**src/rtl/mem_port_arb_pkg.sv**
```systemverilog
// Shared types and width helpers for the 2:1 memory port arbiter.
`ifndef REQ_NBITS
`define REQ_NBITS(n) (1 + 32 + 2 + (n))
`endif
`ifndef RESP_NBITS
`define RESP_NBITS(n) (1 + 2 + (n))
`endif

package mem_port_arb_pkg;

    typedef enum logic {
        SRC_IMEM = 1'b0,
        SRC_DMEM = 1'b1
    } src_id_t;

    localparam int unsigned MAX_INFLIGHT_DFLT = 4;
    localparam int unsigned PTR_W_DFLT        = $clog2(MAX_INFLIGHT_DFLT);
    localparam int unsigned CNT_W_DFLT        = PTR_W_DFLT + 1;

    function automatic int unsigned ptr_width(input int unsigned depth);
        return $clog2(depth);
    endfunction

endpackage

```
**src/rtl/mem_port_arb_tag_fifo.sv**
```systemverilog
// In-order FIFO of request source ids; synchronous write, combinational head read.
module mem_port_arb_tag_fifo
    import mem_port_arb_pkg::*;
#(
    parameter int unsigned p_depth = MAX_INFLIGHT_DFLT,
    localparam int unsigned PtrW   = ptr_width(p_depth),
    localparam int unsigned CntW   = PtrW + 1
) (
    input  logic            clk,
    input  logic            reset,
    input  logic            push,
    input  logic            pop,
    input  src_id_t         din,
    output src_id_t         head,
    output logic            full,
    output logic            empty,
    output logic [CntW-1:0] count
);

    src_id_t         mem_q [p_depth];
    logic [PtrW-1:0] rd_ptr_q;
    logic [PtrW-1:0] wr_ptr_q;
    logic [CntW-1:0] count_q;
    logic            do_push;
    logic            do_pop;

    assign full    = (count_q == CntW'(p_depth));
    assign empty   = (count_q == '0);
    assign count   = count_q;
    assign head    = mem_q[rd_ptr_q];
    assign do_push = push && !full;
    assign do_pop  = pop && !empty;

    always_ff @(posedge clk or negedge reset) begin
        if (!reset) begin
            rd_ptr_q <= '0;
            wr_ptr_q <= '0;
            count_q  <= '0;
            for (int i = 0; i < int'(p_depth); i++) begin
                mem_q[i] <= SRC_IMEM;
            end
        end else begin
            if (do_push) begin
                mem_q[wr_ptr_q] <= din;
                wr_ptr_q        <= wr_ptr_q + 1'b1;
            end
            if (do_pop) begin
                rd_ptr_q <= rd_ptr_q + 1'b1;
            end
            if (do_push && !do_pop) begin
                count_q <= count_q + 1'b1;
            end else if (!do_push && do_pop) begin
                count_q <= count_q - 1'b1;
            end
        end
    end

endmodule

```
**src/rtl/mem_port_arbiter_2to1.sv**
```systemverilog
// Shares one memory port between imem (port 0) and dmem (port 1), steering in-order responses.
// Define MEM_PORT_ARB_ROUND_ROBIN_EN for round-robin; default is fixed priority with port 1 winning.
`ifndef REQ_NBITS
`define REQ_NBITS(n) (1 + 32 + 2 + (n))
`endif
`ifndef RESP_NBITS
`define RESP_NBITS(n) (1 + 2 + (n))
`endif

module mem_port_arbiter_2to1
    import mem_port_arb_pkg::*;
#(
    parameter int unsigned p_nbits        = 32,
    parameter int unsigned p_max_inflight = MAX_INFLIGHT_DFLT,
    localparam int unsigned ReqW          = `REQ_NBITS(p_nbits),
    localparam int unsigned RespW         = `RESP_NBITS(p_nbits),
    localparam int unsigned CntW          = ptr_width(p_max_inflight) + 1
) (
    input  logic             clk,
    input  logic             reset,

    input  logic             req0_val,
    output logic             req0_rdy,
    input  logic [ReqW-1:0]  req0_msg,
    output logic             resp0_val,
    input  logic             resp0_rdy,
    output logic [RespW-1:0] resp0_msg,

    input  logic             req1_val,
    output logic             req1_rdy,
    input  logic [ReqW-1:0]  req1_msg,
    output logic             resp1_val,
    input  logic             resp1_rdy,
    output logic [RespW-1:0] resp1_msg,

    output logic             memreq_val,
    input  logic             memreq_rdy,
    output logic [ReqW-1:0]  memreq_msg,
    input  logic             memresp_val,
    output logic             memresp_rdy,
    input  logic [RespW-1:0] memresp_msg
);

    logic            grant1;
    src_id_t         grant_src;
    logic            issue_ok;
    logic            push;
    logic            pop;
    src_id_t         head;
    logic            full;
    logic            empty;
    logic [CntW-1:0] count;
    logic            unused_full;

`ifdef MEM_PORT_ARB_ROUND_ROBIN_EN
    src_id_t last_grant_q;

    // On a tie, port 1 wins unless it took the previous grant.
    assign grant1 = req1_val && (!req0_val || (last_grant_q == SRC_IMEM));

    always_ff @(posedge clk or negedge reset) begin
        if (!reset) begin
            last_grant_q <= SRC_DMEM;
        end else if (push) begin
            last_grant_q <= grant_src;
        end
    end
`else
    assign grant1 = req1_val;
`endif

    assign grant_src = grant1 ? SRC_DMEM : SRC_IMEM;

    // A pop in this cycle deliberately does not open a slot for this cycle's issue.
    assign issue_ok    = (count != CntW'(p_max_inflight));
    assign unused_full = full;

    assign memreq_val = reset && (req0_val || req1_val) && issue_ok;
    assign memreq_msg = grant1 ? req1_msg : req0_msg;
    assign req0_rdy   = reset && req0_val && !grant1 && issue_ok && memreq_rdy;
    assign req1_rdy   = reset && grant1 && issue_ok && memreq_rdy;
    assign push       = memreq_val && memreq_rdy;

    assign resp0_val   = reset && memresp_val && !empty && (head == SRC_IMEM);
    assign resp1_val   = reset && memresp_val && !empty && (head == SRC_DMEM);
    assign resp0_msg   = memresp_msg;
    assign resp1_msg   = memresp_msg;
    assign memresp_rdy = reset && !empty && ((head == SRC_DMEM) ? resp1_rdy : resp0_rdy);
    assign pop         = memresp_val && memresp_rdy;

    mem_port_arb_tag_fifo #(
        .p_depth (p_max_inflight)
    ) u_tag_fifo (
        .clk   (clk),
        .reset (reset),
        .push  (push),
        .pop   (pop),
        .din   (grant_src),
        .head  (head),
        .full  (full),
        .empty (empty),
        .count (count)
    );

endmodule

```
**config.mk**
```make
export PLATFORM = sky130hd
export DESIGN_NAME = mem_port_arbiter_2to1
export DESIGN_NICKNAME = d
export VERILOG_FILES = /design/src/rtl/mem_port_arb_pkg.sv /design/src/rtl/mem_port_arb_tag_fifo.sv /design/src/rtl/mem_port_arbiter_2to1.sv
export SDC_FILE = /design/constraint.sdc
export NUM_CORES = 1
export LEC_CHECK = 0
export ABC_CLOCK_PERIOD_IN_PS = 2800
export BUFFER_PORTS_ARGS = -buffer_cell sky130_fd_sc_hd__buf_2
export CAP_MARGIN = 20
export CORE_AREA = 5 5 120 122
export CTS_CLUSTER_DIAMETER = 80
export DETAILED_ROUTE_END_ITERATION = 12
export DIE_AREA = 0 0 125 127
export GPL_ROUTABILITY_DRIVEN = 0
export PLACE_DENSITY_LB_ADDON = 0.05
export SYNTH_ARGS = -nofsm -noshare
export SYNTH_HDL_FRONTEND = slang
export SYNTH_SLANG_ARGS = --single-unit
```
**constraint.sdc**
```tcl
create_clock -name clk -period 2.8 [get_ports clk]
set_clock_uncertainty 0.05 [all_clocks]
set_input_delay 0.28 -clock clk [delete_from_list [all_inputs] [get_ports clk]]
set_output_delay 0.28 -clock clk [all_outputs]
set_load 0.03 [all_outputs]
```
* Yosys cells after proc, flatten, opt, wreduce, memory -nomap -nowiden
Index checks and enable logic that the tools add are counted.
Cells by class: add/sub/neg operators 4, order comparisons 3, bitwise logic cells 3, mux-type cells 11, reduce and logical (&&, ||, !) cells 30, eq/ne operators 2
Operators by type and width (number):
- 67-bit 2-to-1 mux | 1
- 1-bit logical AND | 22
- 3-bit >= comparator, second input constant | 2
- 3-bit 2-to-1 mux | 2
- 2-bit inverter with 3-bit output | 2
- 1-bit logical NOT | 5
- 1-bit 2-to-1 mux | 5
- 2-bit by 1-bit adder with 2-bit output, second input constant | 2
- 4-bit bitwise mux | 1
- 3-bit by 1-bit adder with 3-bit output, second input constant | 1
- 3-bit equality test, second input constant | 1
- 3-bit logical NOT | 1
- 3-bit by 1-bit < comparator with 1-bit output, second input constant | 1
- 3-bit inequality test, second input constant | 1
- 3-bit by 1-bit subtractor with 3-bit output, second input constant | 1
- 1-bit binary-select mux with 2-bit select | 1
- 1-bit demux with 2-bit select | 1
- 2-bit nonzero test | 1
- 1-bit logical OR | 1
- 1-bit inverter | 1
Storage, ports and cells: output and inout bits 143, register bits 11, bits of input ports 177

* Longest topological paths before layout
depth after elaboration 11, depth in mapped cells 9

* Hierarchy
A second synthesis with hierarchy kept.
Unflattened totals: cell total of the unflattened synthesis 212, area total of the unflattened synthesis 2381.0 um2
By module, submodules not included:
- mem_port_arbiter_2to1 | area an instance 1778.0 um2, times used 1, seq. area each 0.0 um2, cells an instance 159
- mem_port_arb_tag_fifo | area an instance 603.1 um2, times used 1, seq. area each 275.3 um2, cells an instance 53

* Least setup slack after synthesis
Ideal clock, no wire load.
path type register to register, start point register u_tag_fifo.rd_ptr_q[0], end point register u_tag_fifo.count_q[1], in the netlist u_tag_fifo.count[1], slack 0.407 ns, setup time 0.125 ns, cell stages (with the launch flop) 8, arrival 2.218 ns, data required time 2.625 ns, buffers on the path 0, path through dfrtp_1 -> mux4_2 -> mux2i_1 -> or2_4 -> ha_1 -> inv_1 -> fa_1 -> mux2_2
On the way: longest elaborated chain between the ends 11, elaborated cells between the ends (all ways) 13
Ends and longest elaborated chain:
- start, declared | line mem_port_arb_tag_fifo.sv:21 | logic [PtrW-1:0] rd_ptr_q;
- start signal, assigned | line mem_port_arb_tag_fifo.sv:48 | rd_ptr_q <= rd_ptr_q + 1'b1;
- 2-bit inverter with 3-bit output (not written as such) (*) | line mem_port_arb_tag_fifo.sv:30 | assign head = mem_q[rd_ptr_q];
- 1-bit binary-select mux with 2-bit select (*) | line mem_port_arb_tag_fifo.sv:30
- 1-bit 2-to-1 mux (not written as such) (*) (2 in series) | line mem_port_arb_tag_fifo.sv:30
- 1-bit 2-to-1 mux (*) | line mem_port_arbiter_2to1.sv:88 | assign memresp_rdy = reset && !empty && ((head == SRC_DMEM) ? resp1_rdy : resp0_rdy);
- 1-bit logical AND (*) | line mem_port_arbiter_2to1.sv:88
- 1-bit logical AND (*) | line mem_port_arbiter_2to1.sv:89 | assign pop = memresp_val && memresp_rdy;
- 1-bit logical AND (*) | line mem_port_arb_tag_fifo.sv:32 | assign do_pop = pop && !empty;
- 1-bit logical NOT | line mem_port_arb_tag_fifo.sv:50 | if (do_push && !do_pop) begin
- 1-bit logical AND | line mem_port_arb_tag_fifo.sv:50
- 3-bit 2-to-1 mux / 2-bit nonzero test (equally long branches)
- end signal, assigned | line mem_port_arb_tag_fifo.sv:51 | count_q <= count_q + 1'b1;
- end signal, assigned | line mem_port_arb_tag_fifo.sv:53 | count_q <= count_q - 1'b1;
- end, declared | line mem_port_arb_tag_fifo.sv:23 | logic [CntW-1:0] count_q;
Every way passes the cells marked *; elsewhere a longest branch is shown, timed or not. The select of a mux whose other input is x is not followed. A chain may end at the register's enable or synchronous reset.

* Worst setup path in the final report
start point register u_tag_fifo.rd_ptr_q[0], end point register u_tag_fifo.count_q[2], in the netlist u_tag_fifo.count[2]
The elaborated chain is that of the path after synthesis.

==> PnR_summary.wiki <==
{| class="wikitable"
! Metric !! Value
|-
| Outcome || finished clean
|-
| Total count of hold-check failures in the final report || 0
|-
| Final design area excluding fillers || roughly 0.0028 mm^2
|-
| CP max FO || 3
|-
| CP Data Arrival Time || 2680 ps
|-
| Via/cell ratio || about 3.6
|-
| Area growth, synth to finish || 44.0%
|-
| Reg area || around 280 um^2
|-
| Fin crit period || around 2600 ps
|-
| Layout cells sized above 1 || 0.844
|-
| Cell count after synthesis || 202
|-
| Number of placed I/O pins || 320
|-
| Number of non-filler instances in the completed layout || around 520
|-
| Detailed-placement wirelength estimate || approximately 8 mm
|-
| Routed wire length || roughly 9 mm
|-
| Worst Setup Start Kind || flop
|-
| Antenna-violating nets left || 0
|-
| Multi-input gate area in the final layout || 0.00111 mm^2
|-
| Initial drt markers || 56
|-
| Clock insertion delay at the later pin of the skew report || roughly 240 ps
|-
| Fmax || between 300 and 400 MHz
|-
| Crit. Startpoint || u_tag_fifo.rd_ptr_q[0]
|-
| Data required time of the critical path || between 2000 and 3000 ps
|-
| Critical path capture point || u_tag_fifo.count[2]
|-
| Die Area || roughly 0.016 mm^2
|-
| Worst-case register-to-register setup slack || about 230 ps
|-
| Share of flip-flops with an asynchronous set or reset after synthesis || 1.00
|-
| Count of final max-slew check failures || 0
|-
| Utilization after layout || 0.216
|-
| All-Layer GR Usage || 0.105
|-
| Clock transition at path regs || 40 ps
|-
| Count of unresolved DRC violations after routing || 0
|-
| Worst R2R End || u_tag_fifo.count[2]
|-
| GR met3 Demand/Resource || 0.0651
|-
| Vias in the first global route || 2132
|-
| Count of nets after finishing || 531
|-
| H-tree levels || 1
|-
| Proportion of synthesized chip area in sequential cells || 0.140
|-
| Floorplan Core Area || between 0.01 and 0.015 mm^2
|-
| Post-Route Hold Slack || approximately 370 ps
|-
| Largest net degree at the start of global routing || 74
|-
| Routed vias || approximately 1.9k
|-
| Slew @ Worst Pin || 561 ps
|-
| Number of synthesized flops with an enable pin || 0
|-
| Count of instances resized after the clock tree is built || 0
|-
| Summed negative setup slack over all endpoints || 0 ps
|-
| Synth warnings || 0
|-
| Initial standard-cell utilization of the core || 0.150
|-
| Most used routing layer || met2
|-
| Die Y || about 130 um
|-
| Maximum number of buffers from clock root to sink || 2
|-
| Leading register cell type out of synthesis || sky130_fd_sc_hd__dfrtp_1
|-
| IR Drop Worst-Case VDD || 0.172 mV
|-
| CTS Root Buffer Type || sky130_fd_sc_hd__clkbuf_16
|-
| Finish-stage setup viols || 0
|-
| Max-capacitance violation count || 0
|-
| Type of the worst setup path || flop to flop
|-
| Die Wd || approximately 130 um
|-
| Pre-CTS setup slack || 249 ps
|-
| WL/cell || ~17 um
|-
| Power density relative to cell area || 484 mW/mm^2
|-
| FF-to-FF path depth || 9
|-
| PnR Total Power || approximately 1.4 mW
|-
| Relative slew slack || 0.620
|-
| Global-route wire length before repair || 12.9 mm
|-
| CP Capture Type || flop
|-
| Clock tree from TritonCTS || built
|-
| Period utilisation layout || 0.918
|-
| CTS buffer count || 3
|-
| Final setup margin || roughly 230 ps
|-
| Syn_nets || 385
|-
| TritonCTS sink count || 11
|-
| Number of register bits inferred by synthesis || 11
|-
| Static power due to leakage || around 1.5 nW
|-
| Synthesized cell area || just under 0.002 mm^2
|-
| Number of buffers added on ports || approximately 210
|-
| Library cells used by synthesis || 25
|-
| Met2 track demand over resource in global routing || 0.196
|-
| Drt pass-1 iters || 2
|-
| DP Area || between 0.002 and 0.003 mm^2
|-
| Remaining global-route overflow || 0
|-
| FF-to-FF Start || u_tag_fifo.rd_ptr_q[0]
|-
| Setup repair after global routing missed its margin || false
|-
| Mean instance size in the synthesized netlist || approximately 10 um^2
|-
| Row count || 42
|-
| Fill cell total of the finished layout || roughly 1.5k
|-
| Post-placement cell count || roughly 520
|-
| Number of antenna violations at the first check in global routing || 0
|-
| Global-route met1 utilization || 0.0991
|-
| Worst hold path class || primary input to asynchronous set/reset pin
|}
[critical path, stage by stage, from the launching register on]
cell and delay [ps]:
sky130_fd_sc_hd__dfrtp_1 390, sky130_fd_sc_hd__mux4_2 560, sky130_fd_sc_hd__mux2i_1 290, sky130_fd_sc_hd__or2_4 190, sky130_fd_sc_hd__ha_1 180, sky130_fd_sc_hd__inv_1 60, sky130_fd_sc_hd__fa_1 370, sky130_fd_sc_hd__xor2_1 150
sky130_fd_sc_hd__nor2_1 120, sky130_fd_sc_hd__xor2_1 150
[placed cells by master (no fill, tap or decap), drive strengths merged]
cell type | Yosys | final
nand2 | 6 | 6
xor2 | 3 | 3
o21ai | 2 | 2
buf | 76 | 218
mux2i | 1 | 1
diode | 0 | 1
nand3 | 1 | 1
fa | 1 | 1
xnor2 | 3 | 3
mux2 | 72 | 72
o311ai | 1 | 1
nor3b | 2 | 2
dlygate4sd3 | 0 | 1
or2 | 1 | 1
mux4 | 1 | 1
a21oi | 1 | 1
nor2b | 1 | 1
inv | 5 | 5
o31ai | 1 | 1
clkinv | 0 | 1
nor2 | 5 | 5
clkbuf | 2 | 3
a211oi | 1 | 1
dfrtp | 11 | 11
ha | 5 | 5
[kinds of logic after synthesis]
kind of cell | synth area share
XOR/XNOR | 0.0268
multiplexers | 0.430
buffers and inverters | 0.296
AO/OA/AOI/OAI | 0.0261
adder cells (fa/ha/maj) | 0.0421
AND/OR/NAND/NOR | 0.0389
flip-flops | 0.140
[worst min-delay path by stage]
stage / depth (start not counted) / from / endpoint
final: 2 / reset / u_tag_fifo.count[1]
after global routing: 2 / reset / u_tag_fifo.count[1]
after CTS: 2 / reset / u_tag_fifo.count[1]
after detailed placement: 1 / reset / u_tag_fifo.count[0]
after global placement: 1 / reset / u_tag_fifo.count[1]
after floorplan: 0 / reset / u_tag_fifo.count[0]
[area by class of cell]
cell class	instances	share of cell area
flip-flops and latches	11	0.0974
clock inverters	1	0.00177
multi-input cells	108	0.391
clock buffers	3	0.0266
well taps	176	0.0779
diodes	1	0.000885
repair buffers	219	0.398
inverters	5	0.00664
[timing repair]
action	CTS	global route
hold buffers	1	0
buffers inserted	0	0
hold endpoints to repair	3	0
[cells in the mapped netlist, types with 2 or more instances]
master / number / area (um^2)
sky130_fd_sc_hd__clkbuf_1: 2 / 7.51
sky130_fd_sc_hd__xor2_1: 3 / 26.3
sky130_fd_sc_hd__mux2_2: 68 / 766
sky130_fd_sc_hd__ha_1: 5 / 62.6
sky130_fd_sc_hd__inv_1: 5 / 18.8
sky130_fd_sc_hd__nand2_1: 6 / 22.5
sky130_fd_sc_hd__xnor2_1: 3 / 26.3
sky130_fd_sc_hd__buf_4: 70 / 526
sky130_fd_sc_hd__buf_2: 6 / 30.0
sky130_fd_sc_hd__dfrtp_1: 11 / 275
sky130_fd_sc_hd__nor2_1: 5 / 18.8
sky130_fd_sc_hd__mux2_1: 4 / 45.0
sky130_fd_sc_hd__nor3b_1: 2 / 15.0
[flip-flops by register name, indices dropped and copies added (netlist names)]
signal,cells
u_tag_fifo.wr_ptr_q,2
u_tag_fifo.count,3
u_tag_fifo.mem_q,4
u_tag_fifo.rd_ptr_q,2
[per-layer routing]
| layer | vias up | wire length (um) | part of all wire |
|---|---|---|---|
| met3 | 4 | 1310 | 0.15 |
| li1 | 904 | - | - |
| met4 | 0 | 49 | 0.0055 |
| met1 | 827 | 2900 | 0.32 |
| met5 | - | 0 | 0 |
| met2 | 142 | 4660 | 0.52 |
[where the power goes]
part | leakage, nW | internal, mW | total (mW) | switching [mW]
combinational | 1.29 | 0.354 | 0.793 | 0.440
clock | 0.0409 | 0.189 | 0.263 | 0.0740
sequential | 0.131 | 0.242 | 0.312 | 0.0699
(Power assumes the default switching activity.)
